[config.mk]
export PLATFORM = sky130hd
export DESIGN_NAME = pwm_multichan_flat
export DESIGN_NICKNAME = d
export VERILOG_FILES = /design/src/rtl/pwm_multichan_pkg.sv /design/src/rtl/pwm_multichan_if.sv /design/src/rtl/pwm_multichan_cmp_chan.sv /design/src/rtl/pwm_multichan.sv /design/src/flat_wrapper.sv
export SDC_FILE = /design/constraint.sdc
export NUM_CORES = 1
export LEC_CHECK = 0
export ABC_AREA = 1
export BUFFER_PORTS_ARGS = -buffer_cell sky130_fd_sc_hd__buf_4
export CAP_MARGIN = 20
export CORE_MARGIN = 5
export CORE_UTILIZATION = 41
export CTS_BUF_LIST = sky130_fd_sc_hd__clkbuf_8
export CTS_CLUSTER_SIZE = 28
export DETAILED_ROUTE_END_ITERATION = 8
export GPL_TIMING_DRIVEN = 0
export PLACE_DENSITY_LB_ADDON = 0.1
export SLEW_MARGIN = 10
export SYNTH_ARGS = -nofsm -noshare
export SYNTH_HDL_FRONTEND = slang
export SYNTH_HIERARCHICAL = 1
export SYNTH_SLANG_ARGS = --single-unit
[constraint.sdc]
create_clock -name clk -period 6.2 [get_ports clk]
set_clock_uncertainty 0.15 [all_clocks]
set_input_delay 1.24 -clock clk [delete_from_list [all_inputs] [get_ports clk]]
set_output_delay 1.24 -clock clk [all_outputs]
set_load 0.005 [all_outputs]
[src/rtl/pwm_multichan_pkg.sv]
// Shared constants for the multi-channel PWM block: configuration address
// map, mode encoding and the center-mode count direction.
package pwm_multichan_pkg;

    localparam logic [4:0] ADDR_PERIOD = 5'd0;
    localparam logic [4:0] ADDR_MODE   = 5'd1;
    localparam logic [4:0] ADDR_DUTY0  = 5'd2;

    typedef enum logic {
        MODE_EDGE   = 1'b0,
        MODE_CENTER = 1'b1
    } pwm_mode_e;

    typedef enum logic {
        DIR_UP   = 1'b0,
        DIR_DOWN = 1'b1
    } cnt_dir_e;

endpackage

[src/rtl/pwm_multichan_if.sv]
// Configuration write bus: one register write per cycle when cfg_we is high.
interface pwm_multichan_if #(
    parameter int CNT_W = 16
);
    logic             cfg_we;
    logic [4:0]       cfg_addr;
    logic [CNT_W-1:0] cfg_wdata;

    modport master (output cfg_we, output cfg_addr, output cfg_wdata);
    modport slave  (input  cfg_we, input  cfg_addr, input  cfg_wdata);
endinterface

[src/rtl/pwm_multichan_cmp_chan.sv]
// One PWM channel: shadow/active duty pair, duty comparator, optional
// inversion and the registered output.
module pwm_cmp_chan #(
    parameter int   CNT_W = 16,
    parameter logic INV   = 1'b0
) (
    input  logic             clk,
    input  logic             rst_n,
    input  logic             wr_en,
    input  logic [CNT_W-1:0] wr_data,
    input  logic             load,
    input  logic             run,
    input  logic [CNT_W-1:0] cnt,
    input  logic [CNT_W-1:0] period,
    output logic             pwm_out
);
    logic [CNT_W-1:0] duty_sh_reg;
    logic [CNT_W-1:0] duty_sh_next;
    logic [CNT_W-1:0] duty_act_reg;
    logic             raw;

    // A write landing on the load cycle goes straight through to the active copy.
    assign duty_sh_next = wr_en ? wr_data : duty_sh_reg;

    // duty >= period forces high so center mode stays high at its peak count too.
    assign raw = run && ((cnt < duty_act_reg) || (duty_act_reg >= period));

    always_ff @(posedge clk or negedge rst_n) begin
        if (!rst_n) begin
            duty_sh_reg  <= '0;
            duty_act_reg <= '0;
            pwm_out      <= INV;
        end else begin
            duty_sh_reg <= duty_sh_next;
            if (load) begin
                duty_act_reg <= duty_sh_next;
            end
            pwm_out <= raw ^ INV;
        end
    end

endmodule

[src/rtl/pwm_multichan.sv]
// Multi-channel PWM generator: one shared edge/center-aligned counter with
// shadowed period and mode, swapped into the active set at period boundaries.
module pwm_multichan
    import pwm_multichan_pkg::*;
#(
    parameter int              N_CH     = 4,
    parameter int              CNT_W    = 16,
    parameter logic [N_CH-1:0] INV_MASK = {N_CH{1'b0}}
) (
    input  logic            clk,
    input  logic            rst_n,
    input  logic            en,
    pwm_multichan_if.slave  cfg,
    output logic [N_CH-1:0] pwm_out,
    output logic            cycle_start
);
    logic [CNT_W-1:0] period_sh_reg;
    logic [CNT_W-1:0] period_sh_next;
    logic [CNT_W-1:0] period_act_reg;
    pwm_mode_e        mode_sh_reg;
    pwm_mode_e        mode_sh_next;
    pwm_mode_e        mode_act_reg;
    logic [CNT_W-1:0] cnt_reg;
    logic [CNT_W-1:0] cnt_next;
    cnt_dir_e         dir_reg;
    cnt_dir_e         dir_next;
    logic             run;
    logic             boundary;
    logic             load;

    assign period_sh_next = (cfg.cfg_we && cfg.cfg_addr == ADDR_PERIOD) ? cfg.cfg_wdata : period_sh_reg;
    assign mode_sh_next   = (cfg.cfg_we && cfg.cfg_addr == ADDR_MODE)
                          ? pwm_mode_e'(cfg.cfg_wdata[0]) : mode_sh_reg;

    assign run = en && (period_act_reg != '0);

    // Center mode ends on the way down at 1; with P==1 the peak itself is the end.
    always_comb begin
        boundary = 1'b0;
        if (run) begin
            if (mode_act_reg == MODE_EDGE) begin
                boundary = (cnt_reg == period_act_reg - CNT_W'(1));
            end else begin
                boundary = (cnt_reg == CNT_W'(1)) &&
                           ((dir_reg == DIR_DOWN) || (period_act_reg == CNT_W'(1)));
            end
        end
    end

    // Idle or invalid period keeps the active set tracking the shadows every cycle.
    assign load = !run || boundary;

    always_comb begin
        cnt_next = cnt_reg;
        dir_next = dir_reg;
        if (load) begin
            cnt_next = '0;
            dir_next = DIR_UP;
        end else if (mode_act_reg == MODE_EDGE) begin
            cnt_next = cnt_reg + CNT_W'(1);
        end else if (dir_reg == DIR_UP) begin
            if (cnt_reg == period_act_reg) begin
                dir_next = DIR_DOWN;
                cnt_next = cnt_reg - CNT_W'(1);
            end else begin
                cnt_next = cnt_reg + CNT_W'(1);
            end
        end else begin
            cnt_next = cnt_reg - CNT_W'(1);
        end
    end

    always_ff @(posedge clk or negedge rst_n) begin
        if (!rst_n) begin
            period_sh_reg  <= '0;
            period_act_reg <= '0;
            mode_sh_reg    <= MODE_EDGE;
            mode_act_reg   <= MODE_EDGE;
            cnt_reg        <= '0;
            dir_reg        <= DIR_UP;
            cycle_start    <= 1'b0;
        end else begin
            period_sh_reg <= period_sh_next;
            mode_sh_reg   <= mode_sh_next;
            if (load) begin
                period_act_reg <= period_sh_next;
                mode_act_reg   <= mode_sh_next;
            end
            cnt_reg     <= cnt_next;
            dir_reg     <= dir_next;
            cycle_start <= run && (cnt_reg == '0);
        end
    end

    generate
        for (genvar gi = 0; gi < N_CH; gi++) begin : g_chan
            pwm_cmp_chan #(
                .CNT_W (CNT_W),
                .INV   (INV_MASK[gi])
            ) u_chan (
                .clk     (clk),
                .rst_n   (rst_n),
                .wr_en   (cfg.cfg_we && (cfg.cfg_addr == ADDR_DUTY0 + 5'(gi))),
                .wr_data (cfg.cfg_wdata),
                .load    (load),
                .run     (run),
                .cnt     (cnt_reg),
                .period  (period_act_reg),
                .pwm_out (pwm_out[gi])
            );
        end
    endgenerate

endmodule
[src/flat_wrapper.sv]
// flat-port wrapper written by rule: the top's interface ports become plain ports
module pwm_multichan_flat import pwm_multichan_pkg::*;
#(
    parameter int              N_CH     = 4,
    parameter int              CNT_W    = 16,
    parameter logic [N_CH-1:0] INV_MASK = {N_CH{1'b0}}
)
  (clk, rst_n, en, pwm_out, cycle_start, cfg_cfg_we, cfg_cfg_addr, cfg_cfg_wdata);
  pwm_multichan_if #(.CNT_W(CNT_W)) cfg_i ();
  input  logic clk;
  input  logic rst_n;
  input  logic en;
  output logic [N_CH-1:0] pwm_out;
  output logic cycle_start;
  input wire logic [$bits(cfg_i.cfg_we)-1:0] cfg_cfg_we;
  input wire logic [$bits(cfg_i.cfg_addr)-1:0] cfg_cfg_addr;
  input wire logic [$bits(cfg_i.cfg_wdata)-1:0] cfg_cfg_wdata;
  assign cfg_i.cfg_we = cfg_cfg_we;
  assign cfg_i.cfg_addr = cfg_cfg_addr;
  assign cfg_i.cfg_wdata = cfg_cfg_wdata;
  pwm_multichan #(.N_CH(N_CH), .CNT_W(CNT_W), .INV_MASK(INV_MASK)) u_core (.clk(clk), .rst_n(rst_n), .en(en), .cfg(cfg_i), .pwm_out(pwm_out), .cycle_start(cycle_start));
endmodule
### After elaboration in Yosys (flattened, before gate mapping)

Cells that the tools add are included.

* flip-flop bits (word level): 184
* input port bits: 25
* output and inout bits: 5
* word-level logic and storage cells: 79

* add/subtract/negate cells: 3
* order comparisons: 8
* equal/unequal tests: 9
* multiplexer cells: 16
* reductions and logical operators: 24

Operators by type and width (count)
* 16-bit 2-to-1 mux: 9
* 16-bit >= comparator: 4
* 16-bit less-than comparator: 4
* 16-bit by 1-bit == test with 1-bit output, second input constant: 2
* 16-bit == test: 2
* 16-bit by 1-bit subtractor with 16-bit output, second input constant: 2
* 16-bit by 1-bit adder with 16-bit output, second input constant: 1
* 16-bit logical NOT: 1
* 16-bit nonzero test: 1
* 1-bit logical AND: 13
* 5-bit by 2-bit == test with 1-bit output, second input constant: 2
* 5-bit by 3-bit == test with 1-bit output, second input constant: 2
* 1-bit 2-to-1 mux: 7
* 1-bit logical OR: 6
* 5-bit by 1-bit == test with 1-bit output, second input constant: 1
* 5-bit logical NOT: 1
* 2-bit nonzero test: 1
* 1-bit logical NOT: 1

### Logic depth before layout (Yosys ltp)

* word-level depth: 7
* gate-level depth with buffers: 16
* gate-level depth less buffers: 15

### Cells and area by module

The synthesis kept the hierarchy.

Modules (own cells, without submodules)
* pwm_cmp_chan: instances 4, cells an instance 220, area an instance 2072.0 um2, seq. area each 825.8 um2
* pwm_multichan: instances 1, cells an instance 590, area an instance 3911.3 um2, seq. area each 1301.2 um2

### Least setup slack after synthesis

No wires, ideal clock.

* path kind: input -> register
* from: input cfg_cfg_addr[3]
* to: register u_core.g_chan[0].u_chan.duty_act_reg[7]
* setup time: 127 ps
* arrival: 2560 ps
* required time: 5923 ps
* slack: 3362 ps
* stages on the path: 8
* buffers on the path: 2
* cell sequence: nor3b_1 > nand2_1 > nor3_1 > buf_6 > buf_12 > mux2_4 > nand2_2 > o21ai_2

* longest elaborated chain between the ends: 3

RTL lines
* start: declaration: line flat_wrapper.sv:16 `input wire logic [$bits(cfg_i.cfg_addr)-1:0] cfg_cfg_addr;`
* 5-bit by 2-bit == test with 1-bit output: line pwm_multichan.sv:103 `.wr_en (cfg.cfg_we && (cfg.cfg_addr == ADDR_DUTY0 + 5'(gi))),`
* 1-bit logical AND: line pwm_multichan.sv:103
* 16-bit 2-to-1 mux: line pwm_multichan_cmp_chan.sv:23 `assign duty_sh_next = wr_en ? wr_data : duty_sh_reg;`
* named net u_core.g_chan[0].u_chan.duty_sh_next[7]: line pwm_multichan_cmp_chan.sv:18 `logic [CNT_W-1:0] duty_sh_next;`
* end signal: assignment: line pwm_multichan_cmp_chan.sv:36 `duty_act_reg <= duty_sh_next;`
* end: declaration: line pwm_multichan_cmp_chan.sv:19 `logic [CNT_W-1:0] duty_act_reg;`

The timed path passes the listed nets, and every way through them passes these cells.
A chain may end at the register's enable or synchronous reset.

### Worst setup path after layout

* from: register u_core.period_act_reg[8]
* to: register u_core.g_chan[0].u_chan.duty_act_reg[13]

* elaborated cells on any way between the ends: 11
* classes of those cells: add/sub: 1; eq/ne: 2; mux: 2; reduce/logical: 6

RTL lines
* start: declaration: line pwm_multichan.sv:19 `logic [CNT_W-1:0] period_act_reg;`
* start signal: assignment: line pwm_multichan.sv:86 `period_act_reg <= period_sh_next;`
* 16-bit nonzero test *: line pwm_multichan.sv:35 `assign run = en && (period_act_reg != '0);`
* 1-bit logical AND *: line pwm_multichan.sv:35
* named net u_core.run: line pwm_multichan.sv:27 `logic run;`
* 1-bit 2-to-1 mux or 1-bit logical NOT (tied branches): line pwm_multichan.sv:40, pwm_multichan.sv:51
* 1-bit logical OR *: line pwm_multichan.sv:51 `assign load = !run || boundary;`
* named net u_core.load: line pwm_multichan.sv:29 `logic load;`

Mark *: on every way through the listed nets, which the timed path passes. The rest lies on a longest branch.

==> metrics.txt <==
drt first pass iters=7; GP Congestion=between 0.8 and 0.9; RSZ-0062 raised after global routing=false; power per cell area=roughly 360 nW/um^2; CTS tree=yes; FMAX=around 280 MHz; r2r endpoint=u_core/g_chan[0].u_chan/duty_act_reg[13]; flop-to-flop setup slack=2.60 ns; post-route setup TNS=0 ns; crit-path max FO=29; final worst-path cycle share=58.1%; Setup Crit Path Kind=reg2reg; Compound-Gate Fraction of Synth Area=6.97%; worst flop-to-flop path startpoint=u_core/period_act_reg[8]; Final Total Pwr=4.80 mW; Finish-stage setup viols=0; DRT iter0 DRCs=509; initial cell density of the core=41.4%; row cnt=63; pre-CTS WS=2.47 ns; largest family of logic cells by synthesized area=simple AND/OR/NAND/NOR gates; crit path from=u_core/period_act_reg[8]; hold depth=1; first-pass GRT wire length=53000 um; core area=29500 um^2; initial antenna violation count=0; Root Driver=clkbuf_8; Post-CTS Hold Buffers=0; Post-CTS Setup Inserts=0; pin count of the biggest net entering global routing=just under 90; Synth Area in Simple Gates=between 20% and 30%; die extent in x=182 um; slew margin rel.=47.6%; Reg area=4600 um^2; Final WS setup=2.60 ns; Avg Synthesized Cell Area=roughly 8.3 um^2; #FFs+latches synth=184; layout cells sized above 1=~14%; # nets final=1676; Async SR Flop Fraction=100%; Netlist cell types=38; port bufs=29; hold_sp=u_core/g_chan[1].u_chan/duty_sh_reg[14]; ANT nets after route=0; outcome=complete, no violations; main flop type after synthesis=dfrtp_1; Clock Tree Buf Depth=2; Post-Synth Adder-Cell Area=13.4%; total gr overflow=0; final hold vios=0; crit path DAT=~3.8 ns; I/O Pins=30; post-placement cell count=1891; Post-Synthesis Net Count=1626; WL/cell=17.3 um; Post-DP Area=~13000 um^2; Multi-input gate area=about 6400 um^2; fin crit period=between 3 and 4 ns; Worst Hold End=u_core/g_chan[1].u_chan/duty_sh_reg[14]; leakage=6.97 nW; Post-Syn Instances=1470; DIE HEIGHT=182 um; CP required=about 6.4 ns; Skew-Pair Late Insertion Delay=0.49 ns; Non-Filler Instances=1924; TritonCTS Buffers=17; post_cts resized=0; mux contribution to synthesized area=8.52%; Vias=roughly 9400; cell area after synthesis=12200 um^2; FF-to-FF path depth=9; Reg clk slew, reported paths=0.11 ns; max-cap violations=0; Area growth syn-to-layout=9.78%; final instance area=13400 um^2; Total GRT Usage=roughly a fifth; min-delay worst type=reg2reg; xor/xnor share of the synthesized area=2.15%; Post-synth EDFFs=0; Critical Path End Type=flop; clock sinks=184; # DRC=0; final wirelength=33200 um; H-Tree Depth=4; vias per cell=4.91; Fillers=2988; Worst-Margin Slew=0.784 ns; detailed placer's ending HPWL=24600 um; startpoint types=flop; Max Slew Vio Count=0; Yosys warning total=6; number of global-route vias before repair=9287; VDD IR max=160 uV; sequential area share after synthesis=37.7%; Die Area=33300 um^2
layout make-up:
class,instances,area share (%)
Timing Repair Buffer,31,2.09
Multi-Input combinational cell,1024,47.9
Sequential cell,184,34.4
Clock inverter,15,1.36
Inverter,221,6.19
Antenna cell,1,0.0187
Clock buffer,17,1.75
Tap cell,390,3.64
Buffer,41,2.65
critical path, stage by stage, from the launching register on:
cell and delay, ns:
dfrtp_1 0.62, nor2_2 0.26, nand2_1 0.10, nor2_1 0.24, a31oi_2 0.37, nand2_1 0.27, o21bai_4 0.21, buf_4 0.44
clkbuf_1 0.62, o21ai_0 0.15
worst max path at each step:
stage                                                           to  slack (ns)  cells past startpoint
after floorplan            u_core/g_chan[0].u_chan/duty_act_reg[7]        3.36                      8
after global placement    u_core/g_chan[0].u_chan/duty_act_reg[13]        2.06                      8
after detailed placement  u_core/g_chan[0].u_chan/duty_act_reg[13]        2.47                      8
after CTS                 u_core/g_chan[0].u_chan/duty_act_reg[13]        2.58                      9
after global routing      u_core/g_chan[0].u_chan/duty_act_reg[13]        2.26                     14
final                     u_core/g_chan[0].u_chan/duty_act_reg[13]        2.60                      9
stage by stage:
step                util [%]  hold WS (ns)
floorplan                  -         0.312
global placement        43.8         0.326
detailed placement      44.0         0.329
CTS                     45.4         0.353
global route            45.4         0.363
finish                  45.4         0.352
where the power goes:
group          switching (mW)  leakage, nW  total (mW)  internal (mW)
registers               0.279         2.39        1.73           1.45
logic                    1.30         4.38        2.19          0.891
clock network           0.506        0.203       0.882          0.376
total                    2.09         6.97        4.80           2.72
metal layers:
| metal | share of wire (%) | up-vias | track usage (%) |
|---|---|---|---|
| met5 | 0 | - | 0 |
| met4 | 1.7 | 0 | 4.80 |
| met3 | 4.3 | 27 | 3.33 |
| met2 | 45 | 185 | 32.6 |
| met1 | 49 | 4460 | 29.9 |
| li1 | - | 4774 | - |
cell families (layout without fill, tap and decap cells):
| kind of cell | count (synthesis) | count (layout) |
|---|---|---|
| adder cells (fa/ha/maj) | 131 | 131 |
| flip-flops | 184 | 184 |
| XOR/XNOR | 30 | 30 |
| AND/OR/NAND/NOR | 631 | 631 |
| AO/OA/AOI/OAI | 153 | 153 |
| buffers and inverters | 262 | 325 |
| other | 0 | 1 |
| multiplexers | 79 | 79 |
cell usage in the layout (no fill, tap or decap), drive strengths merged, types with 24 or more instances in the layout:
cell      n
ha      131
nor2    109
dfrtp   184
xor2     24
inv     228
mux2     79
nand3    69
nand2   410
o21ai    78
clkbuf   24
a21oi    57
buf      65
synthesized netlist by cell type, types with 5 or more instances:
cell type	instances	area [um^2]
ha_1	131	1640
clkbuf_1	7	26.3
nand2_1	397	1490
mux2_2	39	439
xor2_1	24	210
buf_4	5	37.5
o21ai_1	33	165
buf_6	14	158
xnor2_1	6	52.6
o21a_1	8	60.1
a21oi_1	57	285
inv_2	6	22.5
inv_1	214	803
buf_2	10	50.1
nand3b_1	6	45.0
dfrtp_1	184	4600
nand2_2	13	81.3
nand4_1	8	50.1
o21ai_0	37	185
nor3_1	22	110
nand3_1	69	345
nor2_2	7	43.8
nor2_1	100	375
mux2_4	40	601
o21ai_2	8	70.1
Note: power is estimated with default switching activity, not from simulation.
